**config.mk**
```make
export PLATFORM = sky130hd
export DESIGN_NAME = argmax_ctrl_fix4_flat
export DESIGN_NICKNAME = d
export VERILOG_FILES = /design/src/rtl/argmax_ctrl_fix4_if.sv /design/src/rtl/argmax_ctrl_fix4.sv /design/src/flat_wrapper.sv
export SDC_FILE = /design/constraint.sdc
export NUM_CORES = 1
export LEC_CHECK = 0
export CORE_ASPECT_RATIO = 1.75
export CORE_MARGIN = 4
export CORE_UTILIZATION = 50
export CTS_CLUSTER_DIAMETER = 100
export CTS_CLUSTER_SIZE = 14
export DETAILED_ROUTE_END_ITERATION = 16
export PLACE_DENSITY = 0.74
export SLEW_MARGIN = 5
export SYNTH_ARGS = -nofsm -noshare
export SYNTH_HDL_FRONTEND = slang
export SYNTH_SLANG_ARGS = --single-unit
```
**constraint.sdc**
```tcl
create_clock -name clk -period 3.61 [get_ports clk]
set_input_delay 0.722 -clock clk [delete_from_list [all_inputs] [get_ports clk]]
set_output_delay 0.722 -clock clk [all_outputs]
set_load 0.005 [all_outputs]
```
**src/rtl/argmax_ctrl_fix4_if.sv**
```systemverilog
// Control/result bundle between the argmax sequencer, the inference engine and the result consumer.
// slave is the sequencer's view; master is the view of whatever drives it.
interface argmax_ctrl_fix4_if #(
  parameter int DATA_WIDTH = 4,
  parameter int IDX_WIDTH  = 4,
  parameter int CNT_WIDTH  = 16
);
  logic                         req;
  logic                         busy;
  logic                         eng_reset;
  logic                         eng_start;
  logic                         eng_done;
  logic [IDX_WIDTH-1:0]         out_idx;
  logic signed [DATA_WIDTH-1:0] out_data;
  logic                         res_valid;
  logic                         res_ready;
  logic [IDX_WIDTH-1:0]         res_class;
  logic signed [DATA_WIDTH-1:0] res_max;
  logic [DATA_WIDTH:0]          res_margin;
  logic [CNT_WIDTH-1:0]         res_cycles;

  modport slave (
    input  req, eng_done, out_data, res_ready,
    output busy, eng_reset, eng_start, out_idx,
    output res_valid, res_class, res_max, res_margin, res_cycles
  );

  modport master (
    output req, eng_done, out_data, res_ready,
    input  busy, eng_reset, eng_start, out_idx,
    input  res_valid, res_class, res_max, res_margin, res_cycles
  );
endinterface

```
**src/rtl/argmax_ctrl_fix4.sv**
```systemverilog
// Resets/starts the engine, times it, sweeps its class scores and reports argmax, max, top-2 margin.
// Result appears NUM_CLASSES+1 cycles after eng_done; res_valid holds until res_ready, req ignored while busy.
module argmax_ctrl_fix4 #(
  parameter int DATA_WIDTH  = 4,
  parameter int NUM_CLASSES = 10,
  parameter int IDX_WIDTH   = 4,
  parameter int CNT_WIDTH   = 16
) (
  input  logic              clk,
  input  logic              rst,
  argmax_ctrl_fix4_if.slave ctl
);

  typedef enum logic [2:0] {
    S_IDLE,
    S_RST_ENG,
    S_START,
    S_WAIT,
    S_SCAN,
    S_RESULT
  } state_t;

  localparam logic [IDX_WIDTH-1:0]         LAST_IDX  = IDX_WIDTH'(NUM_CLASSES - 1);
  localparam logic signed [DATA_WIDTH-1:0] MIN_SCORE = {1'b1, {(DATA_WIDTH-1){1'b0}}};
  localparam logic [CNT_WIDTH-1:0]         CNT_MAX   = {CNT_WIDTH{1'b1}};

  state_t                       state_q, state_d;
  logic [CNT_WIDTH-1:0]         cnt_q, cnt_d;
  logic signed [DATA_WIDTH-1:0] max_q, max_d;
  logic signed [DATA_WIDTH-1:0] sec_q, sec_d;
  logic [IDX_WIDTH-1:0]         cls_q, cls_d;
  logic [IDX_WIDTH-1:0]         idx_q, idx_d;
  logic [IDX_WIDTH-1:0]         res_class_q, res_class_d;
  logic signed [DATA_WIDTH-1:0] res_max_q, res_max_d;
  logic [DATA_WIDTH:0]          res_margin_q, res_margin_d;
  logic [CNT_WIDTH-1:0]         res_cycles_q, res_cycles_d;

  logic                         busy, eng_reset, eng_start, res_valid;
  logic signed [DATA_WIDTH-1:0] data;

  assign data = ctl.out_data;

  always_ff @(posedge clk or posedge rst) begin
    if (rst) begin
      state_q      <= S_IDLE;
      cnt_q        <= '0;
      max_q        <= '0;
      sec_q        <= '0;
      cls_q        <= '0;
      idx_q        <= '0;
      res_class_q  <= '0;
      res_max_q    <= '0;
      res_margin_q <= '0;
      res_cycles_q <= '0;
    end else begin
      state_q      <= state_d;
      cnt_q        <= cnt_d;
      max_q        <= max_d;
      sec_q        <= sec_d;
      cls_q        <= cls_d;
      idx_q        <= idx_d;
      res_class_q  <= res_class_d;
      res_max_q    <= res_max_d;
      res_margin_q <= res_margin_d;
      res_cycles_q <= res_cycles_d;
    end
  end

  always_comb begin
    state_d      = state_q;
    cnt_d        = cnt_q;
    max_d        = max_q;
    sec_d        = sec_q;
    cls_d        = cls_q;
    idx_d        = idx_q;
    res_class_d  = res_class_q;
    res_max_d    = res_max_q;
    res_margin_d = res_margin_q;
    res_cycles_d = res_cycles_q;
    busy         = (state_q != S_IDLE);
    eng_reset    = 1'b0;
    eng_start    = 1'b0;
    res_valid    = 1'b0;

    case (state_q)
      S_IDLE: begin
        if (ctl.req) state_d = S_RST_ENG;
      end
      S_RST_ENG: begin
        eng_reset = 1'b1;
        state_d   = S_START;
      end
      S_START: begin
        eng_start = 1'b1;
        cnt_d     = '0;
        state_d   = S_WAIT;
      end
      S_WAIT: begin
        if (ctl.eng_done) begin
          res_cycles_d = cnt_q;
          idx_d        = '0;
          state_d      = S_SCAN;
        end else if (cnt_q != CNT_MAX) begin
          cnt_d = cnt_q + 1'b1;
        end
      end
      S_SCAN: begin
        // Strict compare keeps the lowest index on ties; the tied score becomes second.
        if (idx_q == '0) begin
          max_d = data;
          sec_d = MIN_SCORE;
          cls_d = '0;
        end else if (data > max_q) begin
          sec_d = max_q;
          max_d = data;
          cls_d = idx_q;
        end else if (data > sec_q) begin
          sec_d = data;
        end

        if (idx_q == LAST_IDX) begin
          res_class_d  = cls_d;
          res_max_d    = max_d;
          res_margin_d = {max_d[DATA_WIDTH-1], max_d} - {sec_d[DATA_WIDTH-1], sec_d};
          idx_d        = '0;
          state_d      = S_RESULT;
        end else begin
          idx_d = idx_q + 1'b1;
        end
      end
      S_RESULT: begin
        res_valid = 1'b1;
        if (ctl.res_ready) state_d = S_IDLE;
      end
      default: state_d = S_IDLE;
    endcase
  end

  assign ctl.busy       = busy;
  assign ctl.eng_reset  = eng_reset;
  assign ctl.eng_start  = eng_start;
  assign ctl.out_idx    = idx_q;
  assign ctl.res_valid  = res_valid;
  assign ctl.res_class  = res_class_q;
  assign ctl.res_max    = res_max_q;
  assign ctl.res_margin = res_margin_q;
  assign ctl.res_cycles = res_cycles_q;

endmodule
```
**src/flat_wrapper.sv**
```systemverilog
// flat-port wrapper written by rule: the top's interface ports become plain ports
module argmax_ctrl_fix4_flat 
#(
  parameter int DATA_WIDTH  = 4,
  parameter int NUM_CLASSES = 10,
  parameter int IDX_WIDTH   = 4,
  parameter int CNT_WIDTH   = 16
)
  (clk, rst, ctl_req, ctl_eng_done, ctl_out_data, ctl_res_ready, ctl_busy, ctl_eng_reset, ctl_eng_start, ctl_out_idx, ctl_res_valid, ctl_res_class, ctl_res_max, ctl_res_margin, ctl_res_cycles);
  argmax_ctrl_fix4_if #(.DATA_WIDTH(DATA_WIDTH), .IDX_WIDTH(IDX_WIDTH), .CNT_WIDTH(CNT_WIDTH)) ctl_i ();
  input  logic clk;
  input  logic rst;
  input wire logic [$bits(ctl_i.req)-1:0] ctl_req;
  input wire logic [$bits(ctl_i.eng_done)-1:0] ctl_eng_done;
  input wire logic [$bits(ctl_i.out_data)-1:0] ctl_out_data;
  input wire logic [$bits(ctl_i.res_ready)-1:0] ctl_res_ready;
  output wire logic [$bits(ctl_i.busy)-1:0] ctl_busy;
  output wire logic [$bits(ctl_i.eng_reset)-1:0] ctl_eng_reset;
  output wire logic [$bits(ctl_i.eng_start)-1:0] ctl_eng_start;
  output wire logic [$bits(ctl_i.out_idx)-1:0] ctl_out_idx;
  output wire logic [$bits(ctl_i.res_valid)-1:0] ctl_res_valid;
  output wire logic [$bits(ctl_i.res_class)-1:0] ctl_res_class;
  output wire logic [$bits(ctl_i.res_max)-1:0] ctl_res_max;
  output wire logic [$bits(ctl_i.res_margin)-1:0] ctl_res_margin;
  output wire logic [$bits(ctl_i.res_cycles)-1:0] ctl_res_cycles;
  assign ctl_i.req = ctl_req;
  assign ctl_i.eng_done = ctl_eng_done;
  assign ctl_i.out_data = ctl_out_data;
  assign ctl_i.res_ready = ctl_res_ready;
  assign ctl_busy = ctl_i.busy;
  assign ctl_eng_reset = ctl_i.eng_reset;
  assign ctl_eng_start = ctl_i.eng_start;
  assign ctl_out_idx = ctl_i.out_idx;
  assign ctl_res_valid = ctl_i.res_valid;
  assign ctl_res_class = ctl_i.res_class;
  assign ctl_res_max = ctl_i.res_max;
  assign ctl_res_margin = ctl_i.res_margin;
  assign ctl_res_cycles = ctl_i.res_cycles;
  argmax_ctrl_fix4 #(.DATA_WIDTH(DATA_WIDTH), .NUM_CLASSES(NUM_CLASSES), .IDX_WIDTH(IDX_WIDTH), .CNT_WIDTH(CNT_WIDTH)) u_core (.clk(clk), .rst(rst), .ctl(ctl_i));
endmodule
```
# Yosys cells after proc, flatten, opt, wreduce, memory -nomap -nowiden
# Cells that the tools add are included.
# op_classes
reduce_logical,10
n_eq_ne,13
magnitude_cmp,2
add_sub_neg,3
n_mux,23
# op_table
cell,count
4-bit two-way mux,11
16-bit two-way mux,2
16-bit case mux with 2 select lines,1
3-bit case mux with 6 select lines,1
16-bit by 1-bit adder with 16-bit output (second input constant),1
16-bit inequality test (second input constant),1
3-bit two-way mux,4
4-bit greater-than comparator,2
2-bit inequality test (second input constant),4
4-bit case mux with 2 select lines,1
3-bit by 2-bit == test with 1-bit output (second input constant),2
3-bit == test (second input constant),2
2-bit AND reduction,3
4-bit by 4-bit subtractor with 5-bit output,1
4-bit by 1-bit adder with 4-bit output (second input constant),1
4-bit == test (second input constant),1
4-bit zero test,1
2-bit by 1-bit inequality test with 1-bit output (second input constant),2
4-bit AND reduction,1
2-bit nonzero test,2
3-bit by 1-bit == test with 1-bit output (second input constant),1
3-bit zero test,1
1-bit two-way mux,3
3-bit AND reduction,1
3-bit nonzero test,1
# word_totals
out_inout_bits,37
in_bits,9
elab_cells,61
regBits,64

# Logic depth before layout (Yosys ltp)
# Gate-level depths: netlist of the first run.
# logic_depth
depth_word,6
ltp_mapped,14
depth_no_buf,13

# Worst setup path after synthesis of the first run
# No wires, ideal clock.
# synth_path
path_type,input to register
from,in ctl_out_data[2]
to,"reg u_core.res_margin_q[4], in the netlist u_core.ctl.res_margin[4]"
path_slack_ps,295
path_stages,11
arrival_ps,3232
n_path_buf,0
t_required_ps,3527
setup_time_ps,83
cell_sequence,ha_1 > a211o_1 > o211a_1 > nor2_1 > mux2i_1 > ha_1 > inv_1 > fa_1 > a2111oi_0 > a21oi_1 > o21ai_0
# synth_via
elab_chain_len,6
elab_cells_between_ends,10
cone_classes,add/sub (1); order compare (2); mux (7)
# synth_rtl
element,line_no,rtl
from (decl),flat_wrapper.sv:15,input wire logic [$bits(ctl_i.out_data)-1:0] ctl_out_data;
4-bit greater-than comparator,argmax_ctrl_fix4.sv:117,end else if (data > sec_q) begin
4-bit two-way mux,argmax_ctrl_fix4.sv:117,
4-bit two-way mux,argmax_ctrl_fix4.sv:113,end else if (data > max_q) begin
4-bit two-way mux,argmax_ctrl_fix4.sv:109,if (idx_q == '0) begin
4-bit two-way mux,argmax_ctrl_fix4.sv:85,case (state_q)
4-bit by 4-bit subtractor with 5-bit output *,argmax_ctrl_fix4.sv:124,"res_margin_d = {max_d[DATA_WIDTH-1], max_d} - {sec_d[DATA_WIDTH-1], sec_d};"
to (signal assigned),argmax_ctrl_fix4.sv:64,res_margin_q <= res_margin_d;
to (decl),argmax_ctrl_fix4.sv:35,"logic [DATA_WIDTH:0] res_margin_q, res_margin_d;"
# Mark *: on every way between the ends. The rest lies on a longest branch, timed or not. The select of a mux whose other input is x is not followed.
# A chain may end at the register's enable or synchronous reset.

# Worst setup path after layout of the first run
# Ends and elaborated chain as after synthesis.

==> qor.txt, run 1 <==
run status: finished clean
setup repair after global routing missed its margin: no
final antenna diode count: 0
vias post-DR: 2807
most frequently used flop master after synthesis: sky130_fd_sc_hd__dfrtp_1
Initial Util: 51.5%
wire length of the first global-routing pass: 13900 um
count of nets after finishing: 422
fraction of layout cells with a size suffix above 1: 15.5%
sw frac: 36.3%
main area contributors after synthesis: sky130_fd_sc_hd__dfrtp_1 47%, sky130_fd_sc_hd__mux2_2 6.3%, sky130_fd_sc_hd__ha_1 5.9%
synth-to-layout area growth: 27.6%
Detailed Route Iter0 Violations: 278
routed vias/inst: 5.81
Crit Path Category: in -> reg
floorplan die area: 0.00822 mm^2
register bit total from synthesis: 64
area after detailed placement: 0.00402 mm^2
number of buffers created by CTS: 9
final antenna-violating net count: 0
H-Tree Depth: 3
antenna violations before repair: 0
number of nets in the synthesized netlist: 363
maximum fanout along the worst path: 3
Ports: 46
clk_lat worst skew: 0.33 ns
static leakage: 1.95 nW
maximum vdd ir drop: 0.453 mV
count of input and output buffers: 45
routability-driven placement congestion ratio: 0.923
Rows: 39
number of warnings printed during yosys synthesis: 0
Tot GR Track Use: 21.6%
tightest slew margin relative to the limit: 47.1%
CTS Buffer Depth: 2
Sequential Power Share: 32.6%
most common cell in the netlist: sky130_fd_sc_hd__dfrtp_1
cell type with the highest aggregate area in the netlist: sky130_fd_sc_hd__dfrtp_1
summed instance area of the synthesized netlist: 0.00339 mm^2
Final Max Tran Viols: 0
Critical Path End Type: flop
largest net degree at the start of global routing: 35
worst-case hold slack: 0.484 ns
Final Skew: 0.00570 ns
CTS hold repair buffers: 0
total setup buffers inserted after CTS: 0
final routed DRC violation total: 0
count of flip-flops with a built-in enable after synthesis: 0
Hold/Removal Path Class: reg -> reg
die span in x: 70.3 um
core area: 0.00659 mm^2
endpoints failing hold: 0
number of distinct library cells after synthesis: 56
Resized Gates After CTS: 0
drt wl/cell: 17.0 um
Vert. Die Dim: 117 um
pwr dens: 718 mW/mm^2
combinational group share of total power: 39.8%
share of async-settable or async-resettable flops after synthesis: 100%
final worst path period need: 3.41 ns
f_max: 0.293 GHz
sequential share of the synthesized area: 47.2%
First-pass DRT Iterations: 4
Commonest cells post-synth: 64 x sky130_fd_sc_hd__dfrtp_1, 35 x sky130_fd_sc_hd__nand2_1, 34 x sky130_fd_sc_hd__nor2_1, 26 x sky130_fd_sc_hd__o21ai_0, 19 x sky130_fd_sc_hd__mux2_2
crit path DAT: 3.65 ns
detailed-route wire length: 8220 um
Worst Max-Slew Pin Slew: 0.790 ns
part of the power in the clock network: 27.6%
area of all placed cells without fillers: 0.00433 mm^2
final-report setup violation count: 0
Crit path required time: 3.85 ns
Clock transition at path regs: 0.05 ns
internal power summed over all cells: 1.98 mW
overflow left after global routing: 0
net load switching power: 1.13 mW
fraction of post-synthesis cell area in the top cell type by area: 47.2%
max-capacitance violation count: 0
Avg Synthesized Cell Area: 10.1 um^2
final period utilization: 94.5%
buffer type at the clock tree root: sky130_fd_sc_hd__clkbuf_16
Critical Path Source Type: primary input
placed wire-length estimate after detailed placement: 6070 um
vias in the first global route: 2848
clock tree from TritonCTS: built
sinks on the clock net: 64
post-synthesis instance total: 337
-- stage by stage --
stage	utilization (%)	power, mW	instances	setup TNS (ns)	setup WS, ns
3_5_place_dp	61.0	2.23	467	-0.410	-0.248
5_1_grt	65.7	3.32	483	0	0.0647
4_1_cts	65.5	3.10	483	0	0.106
2_1_floorplan	-	1.78	337	0	0.295
3_3_place_gp	61.0	2.19	467	-0.143	-0.105
6_report	65.7	3.11	483	0	0.199
-- kinds of logic (layout without fill, tap and decap cells) --
group	Yosys count	in the layout	share of synthesized area, %
xor+xnor	12	12	3.10
simple gates	118	118	17.6
compound gates	72	72	14.0
fa+ha+maj	17	17	6.49
buf+inv	28	92	3.28
mux	26	26	8.37
flops	64	64	47.2
-- path summary, 6_finish.rpt --
| kind | endpoint | start | slack (ns) | cells after the start |
|---|---|---|---|---|
| worst max-delay path | u_core.ctl.res_margin[4] | ctl_out_data[2] | 0.20 | 12 |
| worst min-delay path | u_core.ctl.res_cycles[13] | u_core.ctl.res_cycles[13] | 0.48 | 2 |
| worst max register to register | u_core.ctl.res_margin[4] | u_core.ctl.out_idx[0] | 0.54 | 12 |
| worst min register to register | u_core.ctl.res_cycles[13] | u_core.ctl.res_cycles[13] | 0.48 | 2 |
| max in group asynchronous | u_core.cls_q[3] | rst | 2.14 | 3 |
| min in group asynchronous | u_core.ctl.res_max[3] | rst | 0.85 | 2 |
-- layout make-up --
type | instances | area [um^2]
well taps | 82 | 103
clock inverters | 5 | 56.3
clock buffers | 11 | 243
fillers | 543 | 2260
repair buffers | 60 | 576
multi-input cells | 245 | 1690
inverters | 16 | 60.1
flip-flops and latches | 64 | 1600
-- worst max-delay path: stages --
cell,delay [ns]
sky130_fd_sc_hd__clkdlybuf4s50_1,0.44
sky130_fd_sc_hd__ha_1,0.34
sky130_fd_sc_hd__a211o_1,0.30
sky130_fd_sc_hd__o211a_1,0.25
sky130_fd_sc_hd__nor2_2,0.15
sky130_fd_sc_hd__mux2i_1,0.26
sky130_fd_sc_hd__ha_1,0.18
sky130_fd_sc_hd__inv_1,0.06
sky130_fd_sc_hd__fa_1,0.41
sky130_fd_sc_hd__a2111oi_2,0.31
sky130_fd_sc_hd__a21oi_1,0.07
sky130_fd_sc_hd__o21ai_0,0.16
-- power groups by stage --
stage	sequential, mW	clock, mW	combinational, mW
final	1.01	0.858	1.24
after global routing	1.04	0.914	1.37
after CTS	1.01	0.870	1.22
after detailed placement	1.02	0	1.21
after global placement	1.02	0	1.17
after floorplan	0.952	0	0.823
-- placed cells by master (no fill, tap or decap), types with 3 or more instances in the layout --
cell type and count:
sky130_fd_sc_hd__nor2_1 32, sky130_fd_sc_hd__buf_4 14, sky130_fd_sc_hd__nand3b_1 3, sky130_fd_sc_hd__nor3_1 7
sky130_fd_sc_hd__clkdlybuf4s50_1 45, sky130_fd_sc_hd__a21o_1 3, sky130_fd_sc_hd__nand3_1 7, sky130_fd_sc_hd__nand2_1 35
sky130_fd_sc_hd__xnor2_1 8, sky130_fd_sc_hd__a32oi_1 4, sky130_fd_sc_hd__a21oi_1 9, sky130_fd_sc_hd__nand2b_1 4
sky130_fd_sc_hd__xor2_1 4, sky130_fd_sc_hd__clkbuf_16 9, sky130_fd_sc_hd__or3_1 3, sky130_fd_sc_hd__a31oi_1 7
sky130_fd_sc_hd__dfrtp_1 64, sky130_fd_sc_hd__ha_1 16, sky130_fd_sc_hd__mux2i_1 7, sky130_fd_sc_hd__o21ai_0 26
sky130_fd_sc_hd__inv_1 15, sky130_fd_sc_hd__mux2_2 19, sky130_fd_sc_hd__nand4_1 5
-- per-layer routing --
layer / share of wire [%] / vias up / GRT usage (%)
met5: 0 / - / 0
met4: 1.8 / 0 / 9.59
met3: 4.2 / 13 / 4.44
met2: 57 / 75 / 41.4
met1: 37 / 1400 / 22.3
li1: - / 1319 / -
No activity file was read; power rests on OpenSTA's default activity.
==> run 2, diff against run 1 <==
--- a/config.mk
+++ b/config.mk
@@ -16,3 +16,4 @@
 export SYNTH_ARGS = -nofsm -noshare
 export SYNTH_HDL_FRONTEND = slang
 export SYNTH_SLANG_ARGS = --single-unit
+export TNS_END_PERCENT = 5
==> constraint.sdc (replaced) <==
create_clock -name clk -period 4.4 [get_ports clk]
set_input_delay 0.88 -clock clk [delete_from_list [all_inputs] [get_ports clk]]
set_output_delay 0.88 -clock clk [all_outputs]
set_load 0.005 [all_outputs]
==> qor.txt, run 2 (synthesized netlist as in run 1, its figures left out) <==
CTS hold repair buffers: 0 (unchanged)
area of all placed cells without fillers: 0.00425 mm^2 (-1.8%)
Final Max Tran Viols: 0 (unchanged)
setup repair after global routing missed its margin: no
count of input and output buffers: 45 (unchanged)
Clock transition at path regs: 0.05 ns (about the same)
Post-Route Setup TNS: 0 ns (unchanged)
floorplan die area: 0.00822 mm^2 (unchanged)
final antenna diode count: 0 (unchanged)
drt wl/cell: 16.9 um (-0.67%)
max-capacitance violation count: 0 (unchanged)
routability-driven placement congestion ratio: 0.925 (+0.21%)
combinational group share of total power: 36.5% (-3.3 points)
final worst path period need: 3.83 ns
buffer type at the clock tree root: sky130_fd_sc_hd__clkbuf_16
final antenna-violating net count: 0 (unchanged)
First-pass DRT Iterations: 4 (unchanged)
Tot GR Track Use: 21.1% (-0.49 points)
antenna violations before repair: 0 (unchanged)
number of buffers created by CTS: 9 (unchanged)
Inst Count DP: 457 (-2.1%)
die span in x: 70.3 um (unchanged)
final period utilization: 87.1%
Ports: 46 (unchanged)
Worst Max-Slew Pin Slew: 0.921 ns (+0.131 ns)
static leakage: 1.91 nW (-2.2%)
clk_lat worst skew: 0.33 ns (about the same)
pwr dens: 595 mW/mm^2 (-17%)
Hold/Removal Path Class: reg -> reg
critical path's largest stage delay: 0.49 ns (+0.05 ns)
Crit path depth: 12 (unchanged)
CTS Buffer Depth: 2 (unchanged)
Crit Path Category: in -> reg
final-report setup violation count: 0 (unchanged)
Resized Gates After CTS: 0 (unchanged)
largest net degree at the start of global routing: 46 (+31%)
routed vias/inst: 5.83 (+0.30%)
Critical Path Source Type: primary input
Crit path required time: 4.64 ns (+0.79 ns)
f_max: 0.261 GHz
Sequential Power Share: 33.3% (+0.7 points)
crit path DAT: 4.08 ns (+0.43 ns)
overflow left after global routing: 0 (unchanged)
Critical Path End Type: flop
number of fill cells in the layout: 564 (+3.9%)
vias post-DR: 2757 (-1.8%)
vias in the first global route: 2820 (-0.98%)
sinks on the clock net: 64 (unchanged)
core area: 0.00659 mm^2 (unchanged)
run status: finished clean
gate family responsible for the most delay along the worst path: compound AO/OA/AOI/OAI gates
internal power summed over all cells: 1.62 mW (-18%)
Detailed Route Iter0 Violations: 135 (-51%)
Rows: 39 (unchanged)
wire length of the first global-routing pass: 13600 um (-2.0%)
area after detailed placement: 0.00393 mm^2 (-2.2%)
Hold Crit Depth: 2 (unchanged)
net load switching power: 0.908 mW (-19%)
Initial Util: 51.5% (unchanged)
maximum vdd ir drop: 0.343 mV (-24%)
count of nets after finishing: 412 (-2.4%)
series of cell instances along the critical path: clkdlybuf4s50_1 -> ha_1 -> a211o_1 -> o211a_1 -> nor2_1 -> mux2i_1 -> ha_1 -> inv_1 -> fa_1 -> a2111oi_0 -> a21oi_1 -> o21ai_0
detailed-route wire length: 8000 um (-2.7%)
commonest cells after routing, fill and taps aside: 64 x sky130_fd_sc_hd__dfrtp_1, 45 x sky130_fd_sc_hd__clkdlybuf4s50_1, 35 x sky130_fd_sc_hd__nand2_1
clock tree from TritonCTS: built
fraction of layout cells with a size suffix above 1: 12.8% (-2.7 points)
maximum fanout along the worst path: 7 (+4)
final worst setup slack: 0.567 ns (+0.368 ns)
Non-Filler Instances: 473 (-2.1%)
logic depth of the worst register-to-register path: 12 (unchanged)
Final Skew: 0.00643 ns (+0.000736 ns)
Vert. Die Dim: 117 um (unchanged)
worst setup timing slack at the placement stage: 0.257 ns (+0.504 ns)
crit path max-delay cell type: sky130_fd_sc_hd__clkdlybuf4s50_1
endpoints failing hold: 0 (unchanged)
tightest slew margin relative to the limit: 38.5% (-8.6 points)
H-Tree Depth: 3 (unchanged)
total setup buffers inserted after CTS: 0 (unchanged)
placed wire-length estimate after detailed placement: 5850 um (-3.7%)
final routed DRC violation total: 0 (unchanged)
sw frac: 35.9% (-0.34 points)
crit-path most repeated cell: sky130_fd_sc_hd__ha_1
part of the power in the clock network: 30.2% (+2.6 points)
synth-to-layout area growth: 25.3%
leading cell type in the layout, fill and taps excluded: sky130_fd_sc_hd__dfrtp_1
count of buffer and inverter cells on the critical path: 2 (unchanged)
-- run 2: metal layers --
metal / routed length (um) / GRT usage (%)
met5: 0 / 0
met4: 255 / 9.85
met3: 271 / 4.53
met2: 4470 / 40.1
met1: 3000 / 21.8
-- run 2: worst paths after layout --
path                                          start  slack, ns                  endpoint
setup / recovery                    ctl_out_data[2]       0.57  u_core.ctl.res_margin[4]
hold / removal             u_core.ctl.res_margin[4]       0.48  u_core.ctl.res_margin[4]
setup reg to reg                    u_core.max_q[2]       1.17  u_core.ctl.res_margin[4]
hold reg to reg            u_core.ctl.res_margin[4]       0.48  u_core.ctl.res_margin[4]
max in group asynchronous                       rst       2.53  u_core.ctl.res_cycles[0]
min in group asynchronous                       rst       1.08  u_core.ctl.res_margin[4]
-- run 2: worst reg2reg max path, stage by stage, from the launching register on --
cell and delay [ns]:
sky130_fd_sc_hd__dfrtp_1 0.44, sky130_fd_sc_hd__inv_1 0.07, sky130_fd_sc_hd__ha_1 0.31, sky130_fd_sc_hd__a211o_1 0.30, sky130_fd_sc_hd__o211a_1 0.28, sky130_fd_sc_hd__nor2_1 0.21, sky130_fd_sc_hd__mux2i_1 0.28, sky130_fd_sc_hd__ha_1 0.20
sky130_fd_sc_hd__inv_1 0.06, sky130_fd_sc_hd__fa_1 0.40, sky130_fd_sc_hd__a2111oi_0 0.41, sky130_fd_sc_hd__a21oi_1 0.07, sky130_fd_sc_hd__o21ai_0 0.14
-- run 2: layout make-up --
cell class / instances / area (um^2) / area share [%]
multi-input combinational: 245 / 1680 / 39.5
timing repair buffer: 50 / 488 / 11.5
tap: 82 / 103 / 2.41
inverter: 16 / 60.1 / 1.41
sequential: 64 / 1600 / 37.7
clock buffer: 9 / 225 / 5.30
clock inverter: 7 / 95.1 / 2.24
-- run 2: power groups by stage --
stage	registers (mW)	clock network, mW	logic (mW)
detailed placement	0.847	0	0.915
finish	0.842	0.764	0.922
global placement	0.844	0	0.895
floorplan	0.781	0	0.675
CTS	0.839	0.770	0.929
global route	0.864	0.798	1.03
-- run 2: through the flow --
stage / power, mW / hold WS (ns) / utilization (%)
after floorplan: 1.46 / 0.465 / -
after global placement: 1.74 / 0.459 / 59.7
after detailed placement: 1.76 / 0.474 / 59.7
after CTS: 2.54 / 0.492 / 64.5
after global routing: 2.70 / 0.510 / 64.5
final: 2.53 / 0.485 / 64.5
==> run 3, diff against run 2 <==
--- a/config.mk
+++ b/config.mk
@@ -5,13 +5,15 @@
 export SDC_FILE = /design/constraint.sdc
 export NUM_CORES = 1
 export LEC_CHECK = 0
+export ABC_AREA = 1
 export CORE_ASPECT_RATIO = 1.75
 export CORE_MARGIN = 4
 export CORE_UTILIZATION = 50
+export CTS_BUF_LIST = sky130_fd_sc_hd__clkbuf_8
 export CTS_CLUSTER_DIAMETER = 100
 export CTS_CLUSTER_SIZE = 14
 export DETAILED_ROUTE_END_ITERATION = 16
-export PLACE_DENSITY = 0.74
+export PLACE_DENSITY = 0.73
 export SLEW_MARGIN = 5
 export SYNTH_ARGS = -nofsm -noshare
 export SYNTH_HDL_FRONTEND = slang
==> constraint.sdc (replaced) <==
create_clock -name clk -period 4.12 [get_ports clk]
set_input_delay 0.824 -clock clk [delete_from_list [all_inputs] [get_ports clk]]
set_output_delay 0.824 -clock clk [all_outputs]
set_load 0.005 [all_outputs]
==> qor.txt, run 3 <==
sinks on the clock net: 64 (unchanged)
floorplan die area: 0.00859 mm^2 (+4.5%)
core area: 0.00691 mm^2 (+4.8%)
Worst Max-Slew Pin Slew: 0.850 ns (-0.0704 ns)
number of distinct library cells after synthesis: 34 (-39%)
Resized Gates After CTS: 0 (unchanged)
arithmetic-cell share of the synthesized area counting full adders, half adders and majority gates: 6.18% (-0.31 points)
leading cell type in the layout, fill and taps excluded: sky130_fd_sc_hd__nand2_1
maximum fanout along the worst path: 11 (+4)
maximum vdd ir drop: 0.276 mV (-20%)
sequential share of the synthesized area: 45.0% (-2.2 points)
buffer type at the clock tree root: sky130_fd_sc_hd__clkbuf_8
H-Tree Depth: 3 (unchanged)
global routing met1 resource utilization: 22.8% (+1.0 points)
count of flip-flops with a built-in enable after synthesis: 0 (unchanged)
endpoints failing hold: 0 (unchanged)
drt wl/cell: 15.1 um (-10%)
Rows: 40 (+2.6%)
parity-gate share of the synthesized area counting xor and xnor cells: 1.97% (-1.1 points)
final antenna diode count: 0 (unchanged)
Final Max Tran Viols: 0 (unchanged)
final worst path period need: 3.32 ns
count of input and output buffers: 45 (unchanged)
max-capacitance violation count: 0 (unchanged)
number of warnings printed during yosys synthesis: 0 (unchanged)
Vert. Die Dim: 120 um (+2.3%)
Avg Synthesized Cell Area: 7.69 um^2 (-24%)
Critical Path Source Type: primary input
CTS Buffer Depth: 2 (unchanged)
setup repair after global routing missed its margin: no
crit path DAT: 3.55 ns (-0.53 ns)
vias post-DR: 3200 (+16%)
f_max: 0.301 GHz
Final Skew: 0.00918 ns (+0.00275 ns)
vias in the first global route: 3259 (+16%)
Commonest cells post-synth: 146 x sky130_fd_sc_hd__nand2_1, 64 x sky130_fd_sc_hd__dfrtp_1, 52 x sky130_fd_sc_hd__inv_1, 47 x sky130_fd_sc_hd__nand3_1, 44 x sky130_fd_sc_hd__o21ai_0
run status: finished clean
commonest cells after routing, fill and taps aside: 146 x sky130_fd_sc_hd__nand2_1, 64 x sky130_fd_sc_hd__dfrtp_1, 52 x sky130_fd_sc_hd__inv_1
most frequently used flop master after synthesis: sky130_fd_sc_hd__dfrtp_1
detailed-route wire length: 9100 um (+14%)
pwr dens: 627 mW/mm^2 (+5.4%)
number of buffers created by CTS: 9 (unchanged)
fraction of post-synthesis cell area in the top cell type by area: 45.0% (-2.2 points)
post-synthesis instance total: 463 (+37%)
register bit total from synthesis: 64 (unchanged)
Post-Route Setup TNS: 0 ns (unchanged)
main area contributors after synthesis: sky130_fd_sc_hd__dfrtp_1 45%, sky130_fd_sc_hd__nand2_1 15%, sky130_fd_sc_hd__nand3_1 6.6%
number of fill cells in the layout: 665 (+18%)
post-synthesis compound-gate area fraction: 8.82% (-5.2 points)
number of nets in the synthesized netlist: 489 (+35%)
share of async-settable or async-resettable flops after synthesis: 100% (unchanged)
die span in x: 71.8 um (+2.2%)
tightest slew margin relative to the limit: 43.2% (+4.7 points)
GR Util met2: 43.0% (+2.9 points)
count of nets after finishing: 538 (+31%)
clock tree from TritonCTS: built
Initial Util: 51.6% (+0.067 points)
total setup buffers inserted after CTS: 0 (unchanged)
Clock transition at path regs: 0.07 ns (+0.02 ns)
placed wire-length estimate after detailed placement: 6980 um (+19%)
static leakage: 2.02 nW (+6.2%)
clk_lat worst skew: 0.36 ns (+0.03 ns)
cell type with the highest aggregate area in the netlist: sky130_fd_sc_hd__dfrtp_1
routed vias/inst: 5.32 (-8.7%)
share of synthesized cell area in and, or, nand and nor gates: 30.2% (+13 points)
summed instance area of the synthesized netlist: 0.00356 mm^2 (+5.0%)
fraction of layout cells with a size suffix above 1: 6.77% (-6.0 points)
Hold/Removal Path Class: reg -> reg
final antenna-violating net count: 0 (unchanged)
final routed DRC violation total: 0 (unchanged)
routing usage on met3: 5.03% (+0.50 points)
Critical Path End Type: flop
Crit Path Category: in -> reg
wire length of the first global-routing pass: 15300 um (+12%)
CTS hold repair buffers: 0 (unchanged)
Tot GR Track Use: 23.0% (+1.9 points)
Final Power: 2.68 mW (+5.8%)
multiplexer share of the synthesized area: 0% (-8.4 points)
largest net degree at the start of global routing: 34 (-26%)
Detailed Route Iter0 Violations: 174 (+29%)
final worst setup slack: 0.800 ns (+0.233 ns)
antenna violations before repair: 0 (unchanged)
First-pass DRT Iterations: 4 (unchanged)
final-report setup violation count: 0 (unchanged)
synth-to-layout area growth: 19.9%
overflow left after global routing: 0 (unchanged)
grt peak-use layer: met2
worst setup timing slack at the placement stage: 0.449 ns (+0.192 ns)
largest family of logic cells by synthesized area: simple AND/OR/NAND/NOR gates
most common cell in the netlist: sky130_fd_sc_hd__nand2_1
final period utilization: 80.6%
Ports: 46 (unchanged)
Crit path required time: 4.35 ns (-0.29 ns)
routability-driven placement congestion ratio: 0.905 (-2.2%)
run 3: cell count changes in the layout (fill, tap and decap cells not counted), moves of 4 or more:
| cell | delta |
|---|---|
| sky130_fd_sc_hd__nand2_1 | +111 |
| sky130_fd_sc_hd__o21ai_0 | +18 |
| sky130_fd_sc_hd__inv_2 | +6 |
| sky130_fd_sc_hd__nand3_1 | +40 |
| sky130_fd_sc_hd__a32oi_1 | -4 |
| sky130_fd_sc_hd__clkbuf_8 | +12 |
| sky130_fd_sc_hd__a31oi_1 | -6 |
| sky130_fd_sc_hd__inv_1 | +37 |
| sky130_fd_sc_hd__mux2i_1 | -7 |
| sky130_fd_sc_hd__a21oi_1 | -4 |
| sky130_fd_sc_hd__nor2_1 | -11 |
| sky130_fd_sc_hd__clkbuf_16 | -9 |
| sky130_fd_sc_hd__mux2_2 | -19 |
| sky130_fd_sc_hd__xnor2_1 | -6 |
run 3: routing by layer:
layer  share of wire (%)  up-vias
met1                  36     1499
met3                 3.8       29
li1                    -     1593
met5                   0        -
met2                  57       79
met4                 3.7        0
run 3: cell type report:
cell class / instances / area (um^2) / share of cell area (%)
multi-input cells: 330 / 1680 / 39.3
flip-flops and latches: 64 / 1600 / 37.5
repair buffers: 49 / 480 / 11.3
inverters: 58 / 218 / 5.10
clock buffers: 12 / 165 / 3.87
well taps: 84 / 105 / 2.46
clock inverters: 4 / 18.8 / 0.440
run 3: critical path, cell delays in order:
cell and delay (ns):
sky130_fd_sc_hd__clkdlybuf4s50_1 0.47, sky130_fd_sc_hd__ha_1 0.36, sky130_fd_sc_hd__nand3_1 0.10, sky130_fd_sc_hd__nand3_1 0.11
sky130_fd_sc_hd__nand2_1 0.08, sky130_fd_sc_hd__nand2_1 0.21, sky130_fd_sc_hd__nor2_1 0.28, sky130_fd_sc_hd__nand2_1 0.13
sky130_fd_sc_hd__and2_1 0.18, sky130_fd_sc_hd__ha_1 0.30, sky130_fd_sc_hd__inv_1 0.10, sky130_fd_sc_hd__nor3_1 0.05
sky130_fd_sc_hd__a221oi_1 0.28, sky130_fd_sc_hd__nor2_1 0.07
run 3: kinds of logic after synthesis:
logic type | count (synthesis)
fa+ha+maj | 17
buf+inv | 69
flops | 64
compound gates | 59
xor+xnor | 8
simple gates | 246
run 3: through the flow:
step,util [%],cell area [um^2],hold WS (ns),std cells
global placement,59.1,4080,0.456,585
CTS,61.8,4270,0.481,601
finish,61.8,4270,0.475,601
detailed placement,59.1,4080,0.463,585
floorplan,-,3560,0.449,463
global route,61.8,4270,0.501,601
run 3: path summary, 6_finish.rpt:
| kind | cells after the start | to | slack [ns] | start |
|---|---|---|---|---|
| setup / recovery | 14 | u_core.ctl.res_margin[4] | 0.80 | ctl_out_data[2] |
| hold / removal | 2 | u_core.ctl.res_margin[1] | 0.48 | u_core.ctl.res_margin[1] |
| setup reg to reg | 14 | u_core.ctl.res_margin[4] | 1.29 | u_core.max_q[2] |
| hold reg to reg | 2 | u_core.ctl.res_margin[1] | 0.48 | u_core.ctl.res_margin[1] |
| max in group asynchronous | 3 | u_core.cnt_q[2] | 2.52 | rst |
| min in group asynchronous | 2 | u_core.ctl.res_max[0] | 0.87 | rst |
run 3: where the power goes:
| group | internal (mW) | leakage (nW) | switching, mW |
|---|---|---|---|
| Sequential | 0.758 | 0.812 | 0.107 |
| Clock | 0.262 | 0.103 | 0.241 |
| Combinational | 0.496 | 1.11 | 0.811 |
| Total | 1.52 | 2.02 | 1.16 |
